## src/rtl/nmea_stream_arbiter.sv

```systemverilog
// Sentence-atomic arbiter. Two UART byte streams share one NMEA parser input.
// A source owns the parser from '$' to LF. The other source's '$' bytes are counted as drops.
module nmea_stream_arbiter #(
  parameter int MAX_LEN = 82
) (
  input  logic       CLK,
  input  logic       RST,
  input  logic       rx0_ready,
  input  logic [7:0] rx0_data,
  input  logic       rx1_ready,
  input  logic [7:0] rx1_data,
  output logic [7:0] data_out,
  output logic       data_out_ready,
  output logic       grant_id,
  output logic       busy,
  output logic       sentence_abort,
  output logic [7:0] drop_cnt0,
  output logic [7:0] drop_cnt1
);

  localparam logic [7:0] SOF     = 8'h24;
  localparam logic [7:0] LF      = 8'h0A;
  localparam logic [7:0] MAX_CNT = 8'(MAX_LEN);

  typedef enum logic [1:0] {IDLE, PASS0, PASS1} state_e;

  state_e     state_q;
  logic       pri_q, grant_q, busy_q, valid_q, abort_q;
  logic [7:0] dout_q, cnt_q, drop0_q, drop1_q;
  logic [7:0] drop0_d, drop1_d, cnt_d;

  logic       sof0, sof1, idle_pick, g_ready;
  logic [7:0] g_data;

  assign sof0      = rx0_ready && (rx0_data == SOF);
  assign sof1      = rx1_ready && (rx1_data == SOF);
  // On a simultaneous '$' the round-robin bit decides. Otherwise the lone '$' wins.
  assign idle_pick = (sof0 && sof1) ? pri_q : sof1;
  assign g_ready   = grant_q ? rx1_ready : rx0_ready;
  assign g_data    = grant_q ? rx1_data  : rx0_data;
  assign cnt_d     = cnt_q + 8'd1;

  // NOTE: every signal written in always_comb gets a default first, so no latch is inferred.
  always_comb begin
    drop0_d = drop0_q;
    drop1_d = drop1_q;
    unique case (state_q)
      IDLE: begin
        if (sof0 && sof1 && pri_q  && drop0_q != 8'hFF) drop0_d = drop0_q + 8'd1;
        if (sof0 && sof1 && !pri_q && drop1_q != 8'hFF) drop1_d = drop1_q + 8'd1;
      end
      PASS0: if (sof1 && drop1_q != 8'hFF) drop1_d = drop1_q + 8'd1;
      PASS1: if (sof0 && drop0_q != 8'hFF) drop0_d = drop0_q + 8'd1;
      default: ;
    endcase
  end

  // NOTE: sequential state uses non-blocking assignments only, so every register samples pre-edge values.
  always_ff @(posedge CLK or posedge RST) begin
    if (RST) begin
      state_q <= IDLE;
      pri_q   <= 1'b0;
      grant_q <= 1'b0;
      busy_q  <= 1'b0;
      valid_q <= 1'b0;
      abort_q <= 1'b0;
      dout_q  <= 8'h00;
      cnt_q   <= 8'h00;
      drop0_q <= 8'h00;
      drop1_q <= 8'h00;
    end else begin
      valid_q <= 1'b0;
      abort_q <= 1'b0;
      dout_q  <= 8'h00;
      drop0_q <= drop0_d;
      drop1_q <= drop1_d;
      unique case (state_q)
        IDLE: begin
          if (sof0 || sof1) begin
            dout_q  <= SOF;
            valid_q <= 1'b1;
            cnt_q   <= 8'd1;
            grant_q <= idle_pick;
            busy_q  <= 1'b1;
            state_q <= idle_pick ? PASS1 : PASS0;
          end
        end
        PASS0, PASS1: begin
          if (g_ready) begin
            dout_q  <= g_data;
            valid_q <= 1'b1;
            if (g_data == LF) begin
              state_q <= IDLE;
              busy_q  <= 1'b0;
              pri_q   <= ~grant_q;
            end else if (g_data == SOF) begin
              cnt_q <= 8'd1;
            end else if (cnt_d == MAX_CNT) begin
              abort_q <= 1'b1;
              state_q <= IDLE;
              busy_q  <= 1'b0;
              pri_q   <= ~grant_q;
            end else begin
              cnt_q <= cnt_d;
            end
          end
        end
        default: begin
          state_q <= IDLE;
          busy_q  <= 1'b0;
        end
      endcase
    end
  end

  assign data_out       = dout_q;
  assign data_out_ready = valid_q;
  assign grant_id       = grant_q;
  assign busy           = busy_q;
  assign sentence_abort = abort_q;
  assign drop_cnt0      = drop0_q;
  assign drop_cnt1      = drop1_q;

endmodule

```

## config.mk

```make
export PLATFORM = sky130hd
export DESIGN_NAME = nmea_stream_arbiter
export DESIGN_NICKNAME = d
export VERILOG_FILES = /design/src/rtl/nmea_stream_arbiter.sv
export SDC_FILE = /design/constraint.sdc
export NUM_CORES = 1
export LEC_CHECK = 0
export CAP_MARGIN = 20
export CORE_MARGIN = 1.5
export CORE_UTILIZATION = 46
export CTS_CLUSTER_SIZE = 16
export DETAILED_ROUTE_END_ITERATION = 6
export PLACE_DENSITY_LB_ADDON = 0.25
export SYNTH_ARGS = -nofsm -noshare
export SYNTH_HDL_FRONTEND = slang
export SYNTH_SLANG_ARGS = --single-unit
```

## constraint.sdc

```tcl
create_clock -name CLK -period 2.25 [get_ports CLK]
set_clock_uncertainty 0.2 [all_clocks]
set_input_delay 0.45 -clock CLK [delete_from_list [all_inputs] [get_ports CLK]]
set_output_delay 0.45 -clock CLK [all_outputs]
set_load 0.05 [all_outputs]
```

Yosys cells after proc, flatten, opt, wreduce, memory -nomap -nowiden
Index checks and enable logic that the tools add are counted.
Operators by class
  $add $sub $neg: 3
  eq/ne operators: 20
  mux-type cells: 42
  bitwise logic cells: 1
  reduce and logical (&&, ||, !) cells: 23
Operator list (count)
  $mux 8: 11
  $pmux 8 s2: 4
  $add 8x1->8 const B: 3
  $eq 8x6->1 const B: 3
  $mux 1: 17
  $ne 2x2->1 const B: 8
  $ne 8x8->1 const B: 2
  $mux 2: 6
  $logic_and 1x1->1: 9
  $ne 3x3->1 const B: 3
  $eq 8x4->1 const B: 1
  $eq 8x7->1 const B: 1
  $reduce_and 4->1: 2
  $reduce_bool 2->1: 4
  $mux 6: 1
  $reduce_and 3->1: 2
  $reduce_and 5->1: 1
  $pmux 1 s2: 2
  $pmux 2 s2: 1
  $eq 2x1->1 const B: 1
  $eq 2x2->1 const B: 1
  $logic_not 2->1: 1
  $reduce_and 2->1: 1
  $reduce_or 2->1: 1
  other kinds (3): 3
Word-level totals
  register bits after elaboration: 39
  bits of input ports: 20
  output and inout bits: 28
  logic and storage cells: 99

Logic depth before layout (Yosys ltp)
  depth in word-level cells: 7
  depth in mapped cells: 8
  mapped depth without buffers: 8

Worst setup path before layout
OpenSTA, ideal clock, no wires.
  kind: register to register
  start point: reg grant_q (netlist: grant_id)
  end point: reg cnt_q[1]
  setup time: 0.128 ns
  arrival time: 2.033 ns
  data required time: 1.922 ns
  setup slack: -0.111 ns
  stages on the path, launching flop included: 8
  buffers on the path: 1
  period minus slack after synthesis: 2.361 ns
  path through: dfrtp_1 clkbuf_1 mux2i_1 nand2_1 o2111ai_1 a31o_2 o21ai_2 mux2_1
Between the ends
  word-level cells in the longest chain between the ends: 6
  elaborated cells on any way between the ends: 12
  classes of those cells: 5 x eq/ne; 6 x mux; 1 x reduce/logical
RTL lines
  start, declared: line 28  | logic pri_q, grant_q, busy_q, valid_q, abort_q;
  start signal, assigned: line 83  | grant_q <= idle_pick;
  $mux 8: line 40  | assign g_data = grant_q ? rx1_data : rx0_data;
  $eq 8x6->1: line 96  | end else if (g_data == SOF) begin
  $mux 8: line 96
  $mux 8: line 92  | if (g_data == LF) begin
  $mux 8: line 89  | if (g_ready) begin
  $pmux 8 s2: line 77  | unique case (state_q)
  end signal, assigned: line 104  | cnt_q <= cnt_d;
  end, declared: line 29  | logic [7:0] dout_q, cnt_q, drop0_q, drop1_q;
Parallel ways exist; a longest one is shown, timed or not. The select of a mux whose other input is x is not followed.
A chain may end at the register's enable or synchronous reset.

Final worst setup path
  start point: reg cnt_q[1]
  end point: reg busy_q (netlist: busy)
Between the ends
  word-level cells in the longest chain between the ends: 4
RTL lines
  $add 8x1->8: line 41  | assign cnt_d = cnt_q + 8'd1;
  $eq 8x7->1: line 98  | end else if (cnt_d == MAX_CNT) begin
  $ne 3x3->1 (no source line)
  $reduce_and 4->1 (no source line)
  end signal, assigned: line 94  | busy_q <= 1'b0;
  end signal, assigned: line 101  | busy_q <= 1'b0;
  end signal, assigned: line 110  | busy_q <= 1'b0;
  end, declared: line 28
Every way passes these cells.

==> results.md <==
- Max Clk Rate: 440 MHz
- Fill count: 357
- Post-Synthesis Cell Area: 2240 um2
- Starting Density: 0.477
- Synth-to-layout area growth: 46.1%
- Tcrit/Tclk final: 1.01
- Clk sinks: 39
- Final instance area: 3270 um2
- Final Power: 2720 uW
- Cells after Synth: 205
- Critical-path maximum fanout: 5
- Worst Path Arrival: 2250 ps
- Final Max Slew Viols: 0
- CTS Hold Bufs: 0
- Worst hold path type: in -> async
- Crit end category: flop
- Asr flop ratio synth: 1.00
- Distinct cells, synth: 47
- Average cell area after synthesis: 10.9 um2
- Core Footprint: 4690 um2
- Maxcap violations: 0
- Syn_nets: 233
- Cts bufs inserted: 5
- I/O pins: 48
- YS warnings: 0
- EDFF count, synth: 0
- Detailed-route via count: 1,934
- Status: finished, violations left
- Area of the multi-input gates: 1320 um2
- FF/Latch Area: 980 um2
- Period minus WS final: 2270 ps
- Leakage: 0.00151 uW
- Critical Path Source Type: flop
- Worst Max-Slew Pin Slew: 505 ps
- CP Class: reg -> reg
- Longest Clk Path Bufs: 2
- WP data required: 2230 ps
- Number of global-route vias before repair: 1,879
- Sequential area share after synthesis: 0.436
- Ys flop type: dfrtp_1
- CTS tree: built
- Starting DRT DRC Count: 123
- Final HPWL DP: 3690 um
- Die X: 72.7 um
- Wirelength per Cell: 15.1 um
- RSZ-0062 raised after global routing: true
- Initial antenna violation count: 0
- Setup-failing EPs final: 3
- Area after DPL: 3030 um2
- Max_slew headroom: 0.662
- Grt ovf: 0
- Final Hold Viols: 0
- # rows: 25
- Ant diodes: 0
- Failing checks: negative setup slack
- GP Congestion: 0.904
- Clock transition at the registers of the reported paths: 70 ps
- All-Layer GR Usage: 0.216
- Count of buffers from port buffering: 47
- First-pass GRT wire length: 8830 um
- Die Span Y: 72.7 um
- Routed vias/inst: 5.48
- Yosys reg bits: 39
- Residual DRC: 0
- Largest net degree at the start of global routing: 28
- Final core utilization: 0.697
- Max IR drop VDD: 0.000404 V
- Nets: 327
- Root Buffer: clkbuf_8
- Total Wirelength: 5310 um
- Later-pin clock latency in the skew report: 290 ps
- H-tree depth: 2
- Setup ws final: -22.0 ps
- PwrDens: 833 nW/um2
- Fraction of layout cells with a size suffix above 1: 0.331
- Pre-antenna DRT Iters: 4
- Die Area: 5290 um2
- Post-route antenna net violation count: 0
==> kinds of logic (layout without fill, tap and decap cells) <==
kind of cell	count (synthesis)	in the layout	synth area share
xor+xnor	14	14	0.0548
buf+inv	14	108	0.0235
compound gates	37	37	0.148
mux	16	16	0.0749
flops	39	39	0.436
fa+ha+maj	8	8	0.0447
simple gates	77	77	0.218
==> synthesized netlist by cell type, types with 2 or more instances <==
cell type / instances / area share
and4b_1: 2 / 0.0089
o31ai_1: 2 / 0.0067
or3_1: 2 / 0.0056
a311oi_4: 2 / 0.023
mux2i_1: 10 / 0.045
dfrtp_1: 39 / 0.44
and4bb_1: 2 / 0.011
nand2b_1: 4 / 0.011
a41oi_1: 2 / 0.0078
mux2_1: 6 / 0.030
nand4_1: 14 / 0.039
xor2_1: 2 / 0.0078
nor2_1: 15 / 0.025
a31oi_1: 4 / 0.011
clkbuf_1: 3 / 0.0050
nor4_4: 2 / 0.019
a21oi_1: 2 / 0.0045
o2111ai_1: 2 / 0.0078
nand2_1: 10 / 0.017
a31o_2: 2 / 0.0078
or2_2: 3 / 0.0084
o211ai_1: 3 / 0.010
and3_1: 10 / 0.028
inv_1: 10 / 0.017
nor3_1: 3 / 0.0067
xnor2_1: 12 / 0.047
nand3_1: 4 / 0.0089
ha_1: 8 / 0.045
o21a_1: 4 / 0.013
o21ai_0: 4 / 0.0089
==> report_power, final <==
group	internal (uW)	switching, uW	leakage, uW
logic	627	725	0.000951
registers	813	85.3	0.000515
clock network	240	231	0.0000470
total	1680	1040	0.00151
==> placed cells by master, fill, tap and decap left out, drive strengths merged, types with 3 or more instances in the layout <==
cell           count
a31o               3
a31oi              5
and3              12
buf               51
clkbuf             8
clkdlybuf4s50     24
dfrtp             39
dlygate4sd2       10
ha                 8
inv               10
mux2               6
mux2i             10
nand2             10
nand2b             4
nand3              6
nand4             14
nor2              15
nor3               3
o211ai             3
o21a               4
o21ai              5
or2                3
xnor2             12
==> layout make-up <==
| class | instances | share of cell area |
|---|---|---|
| Multi-Input combinational cell | 152 | 0.403 |
| Sequential cell | 39 | 0.300 |
| Tap cell | 54 | 0.0207 |
| Timing Repair Buffer | 91 | 0.238 |
| Inverter | 10 | 0.0115 |
| Clock inverter | 1 | 0.00153 |
| Clock buffer | 6 | 0.0253 |
==> sequential cells by signal (all words and copies together) (netlist names) <==
signal / flops
cnt_q: 8
data_out_ready: 1
pri_q: 1
sentence_abort: 1
drop_cnt0: 8
data_out: 8
drop_cnt1: 8
grant_id: 1
state_q: 2
busy: 1
==> critical path: stages (launching register included) <==
cell and delay [ps]:
dfrtp_2 460, ha_4 190, and4b_1 260, o2111ai_2 110, a22oi_2 250, a31oi_4 140
a21o_4 240, mux2_4 300
==> final timing paths <==
| kind | slack [ps] | depth (start not counted) | start | to |
|---|---|---|---|---|
| max | -20 | 7 | cnt_q[1]$_DFFE_PP0P_ | busy$_DFFE_PP0P_ |
| min | 250 | 3 | RST | drop_cnt1[5]$_DFFE_PP0P_ |
| max reg2reg | -20 | 7 | cnt_q[1]$_DFFE_PP0P_ | busy$_DFFE_PP0P_ |
| min reg2reg | 290 | 1 | drop_cnt1[6]$_DFFE_PP0P_ | drop_cnt1[6]$_DFFE_PP0P_ |
| max in group asynchronous | 1250 | 3 | RST | cnt_q[1]$_DFFE_PP0P_ |
| min in group CLK | 260 | 3 | rx0_data[4] | data_out[4]$_DFF_PP0_ |
==> layer usage <==
metal  vias up  routed length (um)  track usage
met4         0                  44       0.0482
met3         5                 233       0.0470
li1        958                   -            -
met1       922                2410        0.287
met5         -                   0            0
met2        49                2620        0.362
==> metrics by stage <==
stage | setup WS [ps] | hold slack (ps) | cells | setup TNS (ps)
2_1_floorplan | -20.9 | 289 | 205 | -20.9
3_3_place_gp | -478 | 277 | 340 | -11480
3_5_place_dp | -544 | 286 | 340 | -13020
4_1_cts | -24.3 | 252 | 351 | -67.7
5_1_grt | -98.6 | 285 | 353 | -733
6_report | -22.0 | 253 | 353 | -59.8
==> timing repair <==
action / in CTS / in global routing
pin swaps: 16 / 9
buffers inserted: 4 / 2
resized for setup: 40 / 18
setup endpoints to repair: 28 / 27
(Power assumes the default switching activity.)
